--- src/rtl/alu_ctrl_fsm_pkg.sv ---
// Shared definitions for the ALU control sequencer: op codes, FSM states,
// instruction field layout and branch-table helpers.
package alu_ctrl_fsm_pkg;

    localparam int unsigned INSTR_W = 9;
    localparam int unsigned FIELD_W = 3;
    localparam int unsigned OP_LSB  = 6;
    localparam int unsigned RA_LSB  = 3;
    localparam int unsigned RB_LSB  = 0;

    // Same encoding the datapath ALU decodes.
    typedef enum logic [2:0] {
        OP_ADD  = 3'd0,
        OP_XOR  = 3'd1,
        OP_AND  = 3'd2,
        OP_RSL  = 3'd3,
        OP_MOV  = 3'd4,
        OP_LD   = 3'd5,
        OP_ST   = 3'd6,
        OP_BLQZ = 3'd7
    } alu_op_e;

    typedef enum logic [2:0] {
        ST_IDLE   = 3'd0,
        ST_FETCH  = 3'd1,
        ST_DECODE = 3'd2,
        ST_EXEC   = 3'd3,
        ST_MEM    = 3'd4,
        ST_WB     = 3'd5,
        ST_HALTED = 3'd6
    } state_e;

    function automatic alu_op_e instr_op(input logic [INSTR_W-1:0] instr);
        return alu_op_e'(instr[OP_LSB +: FIELD_W]);
    endfunction

    function automatic logic [FIELD_W-1:0] instr_ra(input logic [INSTR_W-1:0] instr);
        return instr[RA_LSB +: FIELD_W];
    endfunction

    function automatic logic [FIELD_W-1:0] instr_rb(input logic [INSTR_W-1:0] instr);
        return instr[RB_LSB +: FIELD_W];
    endfunction

    function automatic int unsigned lut_default_entry(input int unsigned idx);
        return idx * 4;
    endfunction

endpackage

--- src/rtl/alu_ctrl_fsm_branch_lut.sv ---
// Combinational branch-target ROM: 3-bit index from the instruction's rb
// field selects a PC_W-wide jump target.
module alu_branch_lut
    import alu_ctrl_fsm_pkg::*;
#(
    parameter int unsigned PC_W      = 10,
    parameter int unsigned LUT_DEPTH = 8
) (
    input  logic [2:0]      idx_i,
    output logic [PC_W-1:0] target_o
);

    logic [PC_W-1:0] rom [LUT_DEPTH];

    for (genvar g = 0; g < LUT_DEPTH; g++) begin : g_rom
        assign rom[g] = PC_W'(lut_default_entry(g));
    end

    // Indices beyond a shallower table fall back to address 0.
    always_comb begin
        target_o = '0;
        if (32'(idx_i) < LUT_DEPTH) begin
            target_o = rom[idx_i];
        end
    end

endmodule

--- src/rtl/alu_ctrl_fsm.sv ---
// Multi-cycle control sequencer: fetches 9-bit instructions, decodes them and
// issues ALU, register-file and data-memory controls, then advances the PC.
module alu_ctrl_fsm
    import alu_ctrl_fsm_pkg::*;
#(
    parameter int unsigned PC_W       = 10,
    parameter logic [8:0]  HALT_INSTR = 9'h1FF,
    parameter int unsigned LUT_DEPTH  = 8
) (
    input  logic            clk,
    input  logic            reset_n,
    input  logic            start,
    output logic            done,
    output logic [PC_W-1:0] pc,
    output logic            imem_req,
    input  logic            imem_vld,
    input  logic [8:0]      imem_data,
    output logic [2:0]      rf_ra,
    output logic [2:0]      rf_rb,
    output logic [2:0]      rf_wa,
    output logic            rf_we,
    output logic            wb_sel,
    output logic [2:0]      alu_op,
    input  logic            alu_jump,
    output logic            dmem_req,
    output logic            dmem_we,
    input  logic            dmem_ack
);

    state_e          state_q, state_d;
    logic [PC_W-1:0] pc_q, pc_d;
    logic [8:0]      ir_q, ir_d;

    alu_op_e         op;
    logic [2:0]      ra;
    logic [2:0]      rb;
    logic [PC_W-1:0] pc_inc;
    logic [PC_W-1:0] br_target;

    assign op     = instr_op(ir_q);
    assign ra     = instr_ra(ir_q);
    assign rb     = instr_rb(ir_q);
    assign pc_inc = pc_q + PC_W'(1);

    alu_branch_lut #(
        .PC_W      (PC_W),
        .LUT_DEPTH (LUT_DEPTH)
    ) u_branch_lut (
        .idx_i    (rb),
        .target_o (br_target)
    );

    always_ff @(posedge clk or negedge reset_n) begin
        if (!reset_n) begin
            state_q <= ST_IDLE;
            pc_q    <= '0;
            ir_q    <= '0;
        end else begin
            state_q <= state_d;
            pc_q    <= pc_d;
            ir_q    <= ir_d;
        end
    end

    always_comb begin
        state_d = state_q;
        pc_d    = pc_q;
        ir_d    = ir_q;
        case (state_q)
            ST_IDLE, ST_HALTED: begin
                if (start) begin
                    state_d = ST_FETCH;
                    pc_d    = '0;
                end
            end
            ST_FETCH: begin
                if (imem_vld) begin
                    ir_d    = imem_data;
                    state_d = ST_DECODE;
                end
            end
            ST_DECODE: begin
                state_d = (ir_q == HALT_INSTR) ? ST_HALTED : ST_EXEC;
            end
            ST_EXEC: begin
                case (op)
                    OP_BLQZ: begin
                        pc_d    = alu_jump ? br_target : pc_inc;
                        state_d = ST_FETCH;
                    end
                    OP_LD, OP_ST: state_d = ST_MEM;
                    default:      state_d = ST_WB;
                endcase
            end
            ST_MEM: begin
                if (dmem_ack) begin
                    if (op == OP_LD) begin
                        state_d = ST_WB;
                    end else begin
                        pc_d    = pc_inc;
                        state_d = ST_FETCH;
                    end
                end
            end
            ST_WB: begin
                pc_d    = pc_inc;
                state_d = ST_FETCH;
            end
            default: state_d = ST_IDLE;
        endcase
    end

    // Outputs decode purely from state so an async reset clears them at once.
    always_comb begin
        done     = 1'b0;
        imem_req = 1'b0;
        rf_ra    = '0;
        rf_rb    = '0;
        rf_wa    = '0;
        rf_we    = 1'b0;
        wb_sel   = 1'b0;
        alu_op   = '0;
        dmem_req = 1'b0;
        dmem_we  = 1'b0;
        case (state_q)
            ST_FETCH: imem_req = 1'b1;
            ST_DECODE: begin
                rf_ra = ra;
                rf_rb = rb;
            end
            ST_EXEC: begin
                rf_ra  = ra;
                rf_rb  = rb;
                alu_op = op;
            end
            ST_MEM: begin
                rf_ra    = ra;
                rf_rb    = rb;
                alu_op   = op;
                dmem_req = 1'b1;
                dmem_we  = (op == OP_ST);
            end
            ST_WB: begin
                rf_ra  = ra;
                rf_rb  = rb;
                rf_wa  = ra;
                rf_we  = 1'b1;
                wb_sel = (op == OP_LD);
            end
            ST_HALTED: done = 1'b1;
            default: ;
        endcase
    end

    assign pc = pc_q;

endmodule

--- config.mk ---
export PLATFORM = sky130hd
export DESIGN_NAME = alu_ctrl_fsm
export DESIGN_NICKNAME = d
export VERILOG_FILES = /design/src/rtl/alu_ctrl_fsm_pkg.sv /design/src/rtl/alu_ctrl_fsm_branch_lut.sv /design/src/rtl/alu_ctrl_fsm.sv
export SDC_FILE = /design/constraint.sdc
export NUM_CORES = 1
export LEC_CHECK = 0
export ABC_AREA = 1
export CAP_MARGIN = 20
export CORE_ASPECT_RATIO = 1.4
export CORE_MARGIN = 3
export CORE_UTILIZATION = 46
export CTS_CLUSTER_DIAMETER = 100
export DETAILED_ROUTE_END_ITERATION = 7
export GPL_TIMING_DRIVEN = 0
export PLACE_DENSITY_LB_ADDON = 0.25
export SETUP_SLACK_MARGIN = 0.05
export SYNTH_ARGS = -nofsm -noshare
export SYNTH_HDL_FRONTEND = slang
export SYNTH_SLANG_ARGS = --single-unit
--- constraint.sdc ---
create_clock -name clk -period 1.5 [get_ports clk]
set_input_delay 0.375 -clock clk [delete_from_list [all_inputs] [get_ports clk]]
set_output_delay 0.375 -clock clk [all_outputs]
set_load 0.1 [all_outputs]
# Word-level counts from Yosys, hierarchy flattened
# Memories as Yosys holds them, arrays and structs flattened.
# Cells that the tools add are included.
word_totals:
  reg_bits: 22
  rom_bits: 80
  input_bits: 15
  out_inout_bits: 28
  elab_cells: 56
  memories: 1
memory_table:
  columns: ["memory", "words", "width", "read_ports", "rd_ports_with_merged_regs", "wr", "line_no", "rtl"]
  rows:
  - ["(no name shown)", 8, 10, 1, 0, 0, "alu_ctrl_fsm_branch_lut.sv:23", "target_o = rom[idx_i];"]
classes:
  add_sub_neg: 1
  n_lt_le_gt_ge: 1
  n_eq_ne: 15
  mux: 25
  bitwise_logic: 1
  n_reduce_logical: 9
ops:
  columns: ["op", "count"]
  rows:
  - ["$mux 10", 7]
  - ["$pmux 10 s4", 1]
  - ["$mux 3", 9]
  - ["$eq 3x3->1 const B", 6]
  - ["$pmux 3 s6", 1]
  - ["$add 10x1->10 const B", 1]
  - ["$eq 9x9->1 const B", 1]
  - ["$ne 2x2->1 const B", 4]
  - ["$eq 3x2->1 const B", 2]
  - ["$mux 1", 6]
  - ["$pmux 3 s2", 1]
  - ["$reduce_or 2->1", 3]
  - ["$reduce_and 5->1", 1]
  - ["$ge 4x4->1 const B", 1]
  - ["$not 3->4", 1]
  - ["$reduce_bool 4->1", 1]
  - ["$reduce_or 4->1", 1]
  - ["$eq 3x1->1 const B", 1]
  - ["$logic_not 3->1", 1]
  - ["$reduce_and 3->1", 1]
  - ["$ne 2x1->1 const B", 1]
  - ["$reduce_and 2->1", 1]

# Longest topological paths before layout
# Gate-level depths: netlist of the first run.
logic_depth:
  ltp_word: 7
  depth_mapped: 10
  mapped_depth_nobuf: 10

# By module
# From an unflattened synthesis of the first run, not the netlist that was laid out.
hier_totals:
  cells_unflattened: 261
  area_unflattened_um2: 1665.3
modules_own_cells:
  columns: ["module", "instances", "cells_each", "area_per_inst_um2", "seq_area_each_um2"]
  rows:
  - ["alu_ctrl_fsm", 1, 250, 1586.5, 550.5]
  - ["alu_branch_lut", 1, 11, 78.8, 0.0]

# Least setup slack after synthesis of the first run
# Ideal clock, no wire load.
synth_path:
  kind: "flip-flop to output port"
  from: "register state_q[2]"
  to: "output port alu_op[0]"
  t_arrival_ns: 2.051
  t_required_ns: 1.125
  path_slack_ns: -0.926
  path_stages_with_launch: 6
  n_path_buf: 0
  path_cell_list: "dfrtp_1 > inv_2 > nand3_2 > nand2_2 > inv_1 > nor2_1"
synth_via:
  elab_chain_len: 3
  word_cells_on_any_way: 4
  cone_classes: "eq/ne (2); mux (1); reduce/logical (1)"
synth_lines:
  columns: ["element", "line_no", "rtl"]
  rows:
  - ["start, declared", "alu_ctrl_fsm.sv:30", "state_e state_q, state_d;"]
  - ["start signal, assigned", "alu_ctrl_fsm.sv:59", "state_q <= state_d;"]
  - ["$eq 3x3->1 or $eq 3x2->1 (tied branches)", "alu_ctrl_fsm.sv:125", "case (state_q)"]
  - ["$reduce_or 2->1 (no source line) *", null, null]
  - ["$mux 3 *", "alu_ctrl_fsm.sv:125", null]
  - ["end, declared", "alu_ctrl_fsm.sv:23", "output logic [2:0] alu_op,"]
# Mark *: on every way between the ends. The rest lies on a longest branch, timed or not.

# Worst setup path after layout of the first run
layout_path:
  from: "register state_q[0]"
  to: "output port rf_rb[0]"
layout_via:
  elab_chain_len: 3
  word_cells_on_any_way: 6
  cone_classes: "eq/ne (4); mux (1); reduce/logical (1)"
layout_lines:
  columns: ["element", "line_no", "rtl"]
  rows:
  - ["$eq 3x3->1 or $eq 3x2->1 (tied branches)", "alu_ctrl_fsm.sv:125", null]
  - ["$reduce_or 4->1 (no source line) *", null, null]
  - ["$mux 3 *", "alu_ctrl_fsm.sv:125", null]
  - ["end, declared", "alu_ctrl_fsm.sv:19", "output logic [2:0] rf_rb,"]
# Marked as above.

==> flow_summary_export.csv, run 1 <==
group,metric,value,unit
timing,fmax,499,MHz
synth,yosysTopAreaCell,"dfrtp_1",
worst_hold_path,min_path_type,"in -> async",
timing,timing.final.ws_setup,-505,ps
timing,tightest_slew,358,ps
setup_path,r2r_start,"state_q[2]",
clock_tree,cts_hold_buf,0,
routing,drtIter0Drc,81,
clock_tree,clk_pin_slew_worst_paths,90,ps
cells_and_area,diodes,0,
placement,gp_congestion,0.859,
placement,detailed_place_hpwl,2720,µm
routing,wirelength,5490,µm
routing,wl_per_cell,17.9,µm
routing,drc,0,
timing,period_share,134,%
floorplanning,die_width,52.7,µm
setup_path,cp-start-kind,"flop",
clock_tree,h-tree-depth,1,
timing,setup_viol,40,
floorplanning,rows,23,
grt,grt_max_degree,23,
synth,synthesis.area,1410,µm²
floorplanning,die_h,71.4,µm
timing,fin_skew,2.42,ps
setup_path,crit_slowest_cell,"dfrtp_1",
cells_and_area,syn_to_final_growth,74.3,%
setup_path,critPathMostFrequentCell,"inv_2",
setup_path,crit_path_end_kind,"output pin",
floorplanning,ioPinCount,43,
routing,firstDrtPassIters,4,
setup_path,crit_chain,"inv_2 -> nand2_4 -> nor2_4 -> inv_2 -> nand3_4 -> nand2_2 -> clkinvlp_4 -> buf_12",
setup_path,crit_arrival,1630,ps
synth,syn_inst,208,
clock_tree,cts_made_buffers,3,
floorplanning,die_area,3770,µm²
clock_tree,tritoncts,"built",
grt,grt_use_total,28.5,%
grt,antenna_found_initial,0,
floorplanning,core_area,2910,µm²
setup_path,rrSetupSlack,-280,ps
synth,syn_area_per_cell,6.76,µm²
grt,grt_pass1_wl,7990,µm
synth,ys_seq_area_share,39.1,%
setup_path,crit_fanout,6,
routing,vias,1745,
synth,yosys.cell_types.count,22,
placement,dp_worst_setup_slack,-1190,ps
placement,portBuffers,42,
clock_tree,cts_max_path_buffers,2,
timing,slew_viol_final,0,
setup_path,cp.required,1120,ps
routing,via_per_inst,5.68,
grt,grt_pass1_vias,1777,
run_status,failed_checks,"negative setup slack",
setup_path,r2r-end,"pc[3]",
setup_path,worstRegToRegCells,9,
cells_and_area,fin_nets,287,
setup_path,path_delay_family,"simple AND/OR/NAND/NOR gates",
routing,ant_nets,0,
run_status,status,"finished with violations",
cells_and_area,drive_above_1_share,44.1,%
timing,fin_crit,2000,ps
clock_tree,clk-insertion-delay-late,270,ps
setup_path,cp_num_buf_inv,4,
run,max_cap_viol_count,0,
timing,max-slew-margin-rel,76.1,%
floorplanning,start_util,48.4,%
grt,grt-ovfl-total,0,
synth,ys_seq_elements,22,
synth,synth_fp_nets,224,
setup_path,critical-path-max-stage-delay,420,ps
clock_tree,cts_root_buffer,"clkbuf_8",
timing,finalHoldViolCount,0,
synth,ys_warn_count,0,
synth,yosysTopAreaCellShare,39.1,%
synth,yosys-top-cells-area,"dfrtp_1 39%, nand2_1 16%, inv_1 8.5%",
timing,rsz0062_at_grt,"true",
setup_path,worst-setup-path-type,"reg -> out",
setup_path,cp.depth,8,
clock_tree,clkSinkCount,22,
==> layer usage <==
layer / up-vias / wire length, µm / track usage, %
met3: 30 / 415 / 4.78
met5: - / 0 / 0
met1: 819 / 1960 / 29.9
li1: 780 / - / -
met2: 116 / 2830 / 52.5
met4: 0 / 293 / 13.9
==> kinds of logic (layout without fill, tap and decap cells) <==
kind of cell	Yosys count	count (layout)	synth area share, %
mux	2	2	1.60
xor+xnor	3	3	1.87
simple gates	118	118	35.9
fa+ha+maj	1	1	0.890
buf+inv	37	99	10.5
compound gates	25	25	10.1
flops	22	22	39.1
==> cell usage after synthesis <==
master and n:
inv_1 32, buf_6 1, o21bai_1 1, a21oi_1 8, buf_2 1, nand3_2 2, o21ai_1 7, nand2_2 3
mux2_1 2, dfrtp_1 22, nand3_1 14, nand4_1 7, inv_2 3, ha_1 1, nand2_1 59, nor2_4 1
nor2_1 32, xor2_1 3, o21ai_0 6, o22ai_2 1, o21ai_2 1, a22oi_1 1
==> placed cells by master, fill, tap and decap left out, types with 4 or more instances in the layout <==
| master | netlist | routed |
|---|---|---|
| dfrtp_4 | 0 | 7 |
| nand2_4 | 0 | 7 |
| clkbuf_8 | 0 | 4 |
| dfrtp_2 | 0 | 5 |
| nand3_1 | 14 | 12 |
| o21ai_0 | 6 | 6 |
| a21oi_1 | 8 | 8 |
| clkinvlp_4 | 0 | 7 |
| buf_12 | 0 | 12 |
| o21ai_1 | 7 | 7 |
| buf_6 | 1 | 9 |
| clkdlybuf4s50_1 | 0 | 13 |
| buf_4 | 0 | 23 |
| dfrtp_1 | 22 | 10 |
| nor2_1 | 32 | 19 |
| nand2_1 | 59 | 42 |
| inv_1 | 32 | 19 |
| nand2_2 | 3 | 13 |
| nand4_1 | 7 | 7 |
| inv_2 | 3 | 6 |
| nor2_4 | 1 | 11 |
==> state kept, by name, indices dropped and copies added, names as in the netlist <==
name	flops
ir_q	9
state_q	3
pc	10
==> how the worst max path moves through the flow <==
stage / startpoint / endpoint / slack (ps)
floorplan: state_q[2] / done / -210
global placement: state_q[0] / rf_rb[0] / -1180
detailed placement: state_q[0] / rf_rb[0] / -1190
CTS: state_q[1] / rf_ra[2] / -380
global route: state_q[0] / rf_rb[2] / -550
finish: state_q[0] / rf_rb[0] / -500
==> cell type report <==
| cell class | count | area, µm² |
|---|---|---|
| plain buffers | 2 | 16.3 |
| clock buffers | 4 | 55.1 |
| flip-flops and latches | 22 | 583 |
| repair buffers | 58 | 669 |
| multi-input cells | 149 | 913 |
| inverters | 35 | 168 |
| well taps | 37 | 46.3 |
| fillers | 166 | 455 |
==> what timing repair did <==
action	in CTS	in global routing
resized for setup	235	9
pin swaps	12	7
setup endpoints to repair	50	40
cloned	1	0
buffers inserted	5	9
==> stage by stage <==
step | setup TNS, ps | instance area, µm² | std cells | hold WS, ps | util, %
2_1_floorplan | -2760 | 1580 | 208 | 79.4 | -
3_3_place_gp | -27400 | 2050 | 287 | 505 | 70.4
4_1_cts | -6970 | 2320 | 297 | 432 | 79.9
3_5_place_dp | -27210 | 2050 | 287 | 521 | 70.4
6_report | -11620 | 2450 | 307 | 99.7 | 84.3
5_1_grt | -14260 | 2450 | 307 | 107 | 84.3
Power of run 1 is left out: the tool's default activity adds up to more than one toggle a clock period on the data nets, which glitch-free logic cannot reach.
==> inputs of run 2 (changes only) <==
==> constraint.sdc (replaced) <==
create_clock -name clk -period 2.1 [get_ports clk]
set_input_delay 0.525 -clock clk [delete_from_list [all_inputs] [get_ports clk]]
set_output_delay 0.525 -clock clk [all_outputs]
set_load 0.1 [all_outputs]
==> run 2 against run 1 <==
  * The flow now finishes without violations
  * Clock skew barely moved
  * Worst setup slack improved by 610 ps
  * Final cell count fell by 3.3%
  * Largest cell class unchanged
==> flow_summary_export.csv, run 2 (synthesized netlist as in run 1, its figures left out) <==
group,metric,value,unit
timing,tightest_slew,545,ps
timing,finalHoldViolCount,0,
routing,wl_per_cell,12.0,µm
floorplanning,core_area,2910,µm²
routing,wirelength,3560,µm
timing,fin_crit,1990,ps
routing,drtIter0Drc,55,
cells_and_area,nFillCells,219,
grt,grt-ovfl-total,0,
placement,detailed_place_hpwl,2570,µm
grt,grt_pass1_vias,1487,
setup_path,critical-path-max-stage-delay,450,ps
worst_hold_path,min_path_cells,2,
clock_tree,h-tree-depth,1,
clock_tree,tritoncts,"built",
cells_and_area,largest_reg_flops,10,
timing,slew_viol_final,0,
setup_path,worst-setup-path-type,"reg -> out",
setup_path,crit_arrival,1470,ps
floorplanning,die_width,52.7,µm
routing,ant_nets,0,
timing,fmax,501,MHz
setup_path,crit_fanout,6,
cells_and_area,multi_input_area,771,µm²
cells_and_area,seq_area,553,µm²
clock_tree,cts_root_buffer,"clkbuf_8",
setup_path,crit_slowest_cell,"dfrtp_2",
placement,portBuffers,42,
timing,max-slew-margin-rel,63.9,%
setup_path,crit_path_end_kind,"output pin",
clock_tree,clk-insertion-delay-late,260,ps
timing,period_share,95.0,%
grt,grt_pass1_wl,6210,µm
run,max_cap_viol_count,0,
timing,timing.final.ws_setup,106,ps
placement,gp_congestion,0.872,
cells_and_area,final_cell_mix,"56 x nand2_1, 26 x inv_1, 26 x nor2_1",
cells_and_area,drive_above_1_share,26.5,%
clock_tree,clkSinkCount,22,
floorplanning,die_area,3770,µm²
clock_tree,cts_max_path_buffers,2,
setup_path,crit_chain,"buf_4 -> nor2_4 -> inv_2 -> nand3_4 -> nand2_1 -> inv_1 -> buf_8",
routing,firstDrtPassIters,4,
placement,place_area,1900,µm²
floorplanning,die_h,71.4,µm
grt,grt_use_total,20.9,%
floorplanning,rows,23,
cells_and_area,finish.instance_area,2100,µm²
routing,drc,0,
grt,antenna_found_initial,0,
setup_path,worstRegToRegCells,7,
timing,rsz0062_at_grt,"true",
cells_and_area,final_util,72.1,%
setup_path,cp.required,1570,ps
setup_path,cp-start-kind,"flop",
timing,setup_viol,0,
floorplanning,start_util,48.4,%
cells_and_area,fin_nets,277,
run_status,status,"finished, final reports clean",
timing,fin_skew,2.35,ps
floorplanning,ioPinCount,43,
cells_and_area,diodes,0,
clock_tree,cts_made_buffers,3,
clock_tree,clk_pin_slew_worst_paths,80,ps
cells_and_area,mostFrequentLayoutCell,"nand2_1",
grt,grt_max_degree,23,
placement,dp_worst_setup_slack,-699,ps
worst_hold_path,min_path_type,"reg -> reg",
routing,via_per_inst,5.10,
cells_and_area,syn_to_final_growth,49.1,%
routing,vias,1516,
[run 2: stage by stage]
stage	hold slack, ps	cells	TNS (ps)
2_1_floorplan	229	208	-1480
3_3_place_gp	521	287	-9300
3_5_place_dp	539	287	-9230
4_1_cts	558	295	0
5_1_grt	580	297	-3.63
6_report	558	297	0
[run 2: worst max-delay path: cells and delay by family, from the launching register on]
kind                   cells  cell delay [ps]
buffers and inverters      4              490
and+or+nand+nor            3              270
DFF                        1              450
[run 2: final cells by class]
cell class                 count  share of cell area (%)
inverter                      35                    6.38
tap                           37                    2.21
multi-input combinational    149                    36.8
timing repair buffer          48                    24.9
sequential                    22                    26.4
buffer                         2                   0.776
clock buffer                   4                    2.63
[run 2: worst paths after layout]
kind	slack, ps	end	startpoint
min in group asynchronous	610	ir_q[7]	reset_n
setup reg to reg	560	state_q[1]	state_q[0]
setup / recovery	110	rf_rb[1]	state_q[2]
hold / removal	560	ir_q[1]	ir_q[1]
max in group asynchronous	1030	ir_q[0]	reset_n
hold reg to reg	560	ir_q[1]	ir_q[1]
[run 2: repair_timing]
action | in CTS | in global routing
hold buffers | 0 | 0
resized for setup | 149 | 31
buffers inserted | 4 | 1
pin swaps | 2 | 2
endpoints found under the setup margin | 28 | 19
[run 2: layer usage]
layer	global-route usage, %	up-vias	wire (µm)
li1	-	760	-
met1	26.3	705	1500
met2	37.0	45	1830
met3	2.29	6	185
met4	5.68	0	36
met5	0	-	0
Power of run 2 is left out for the same reason.
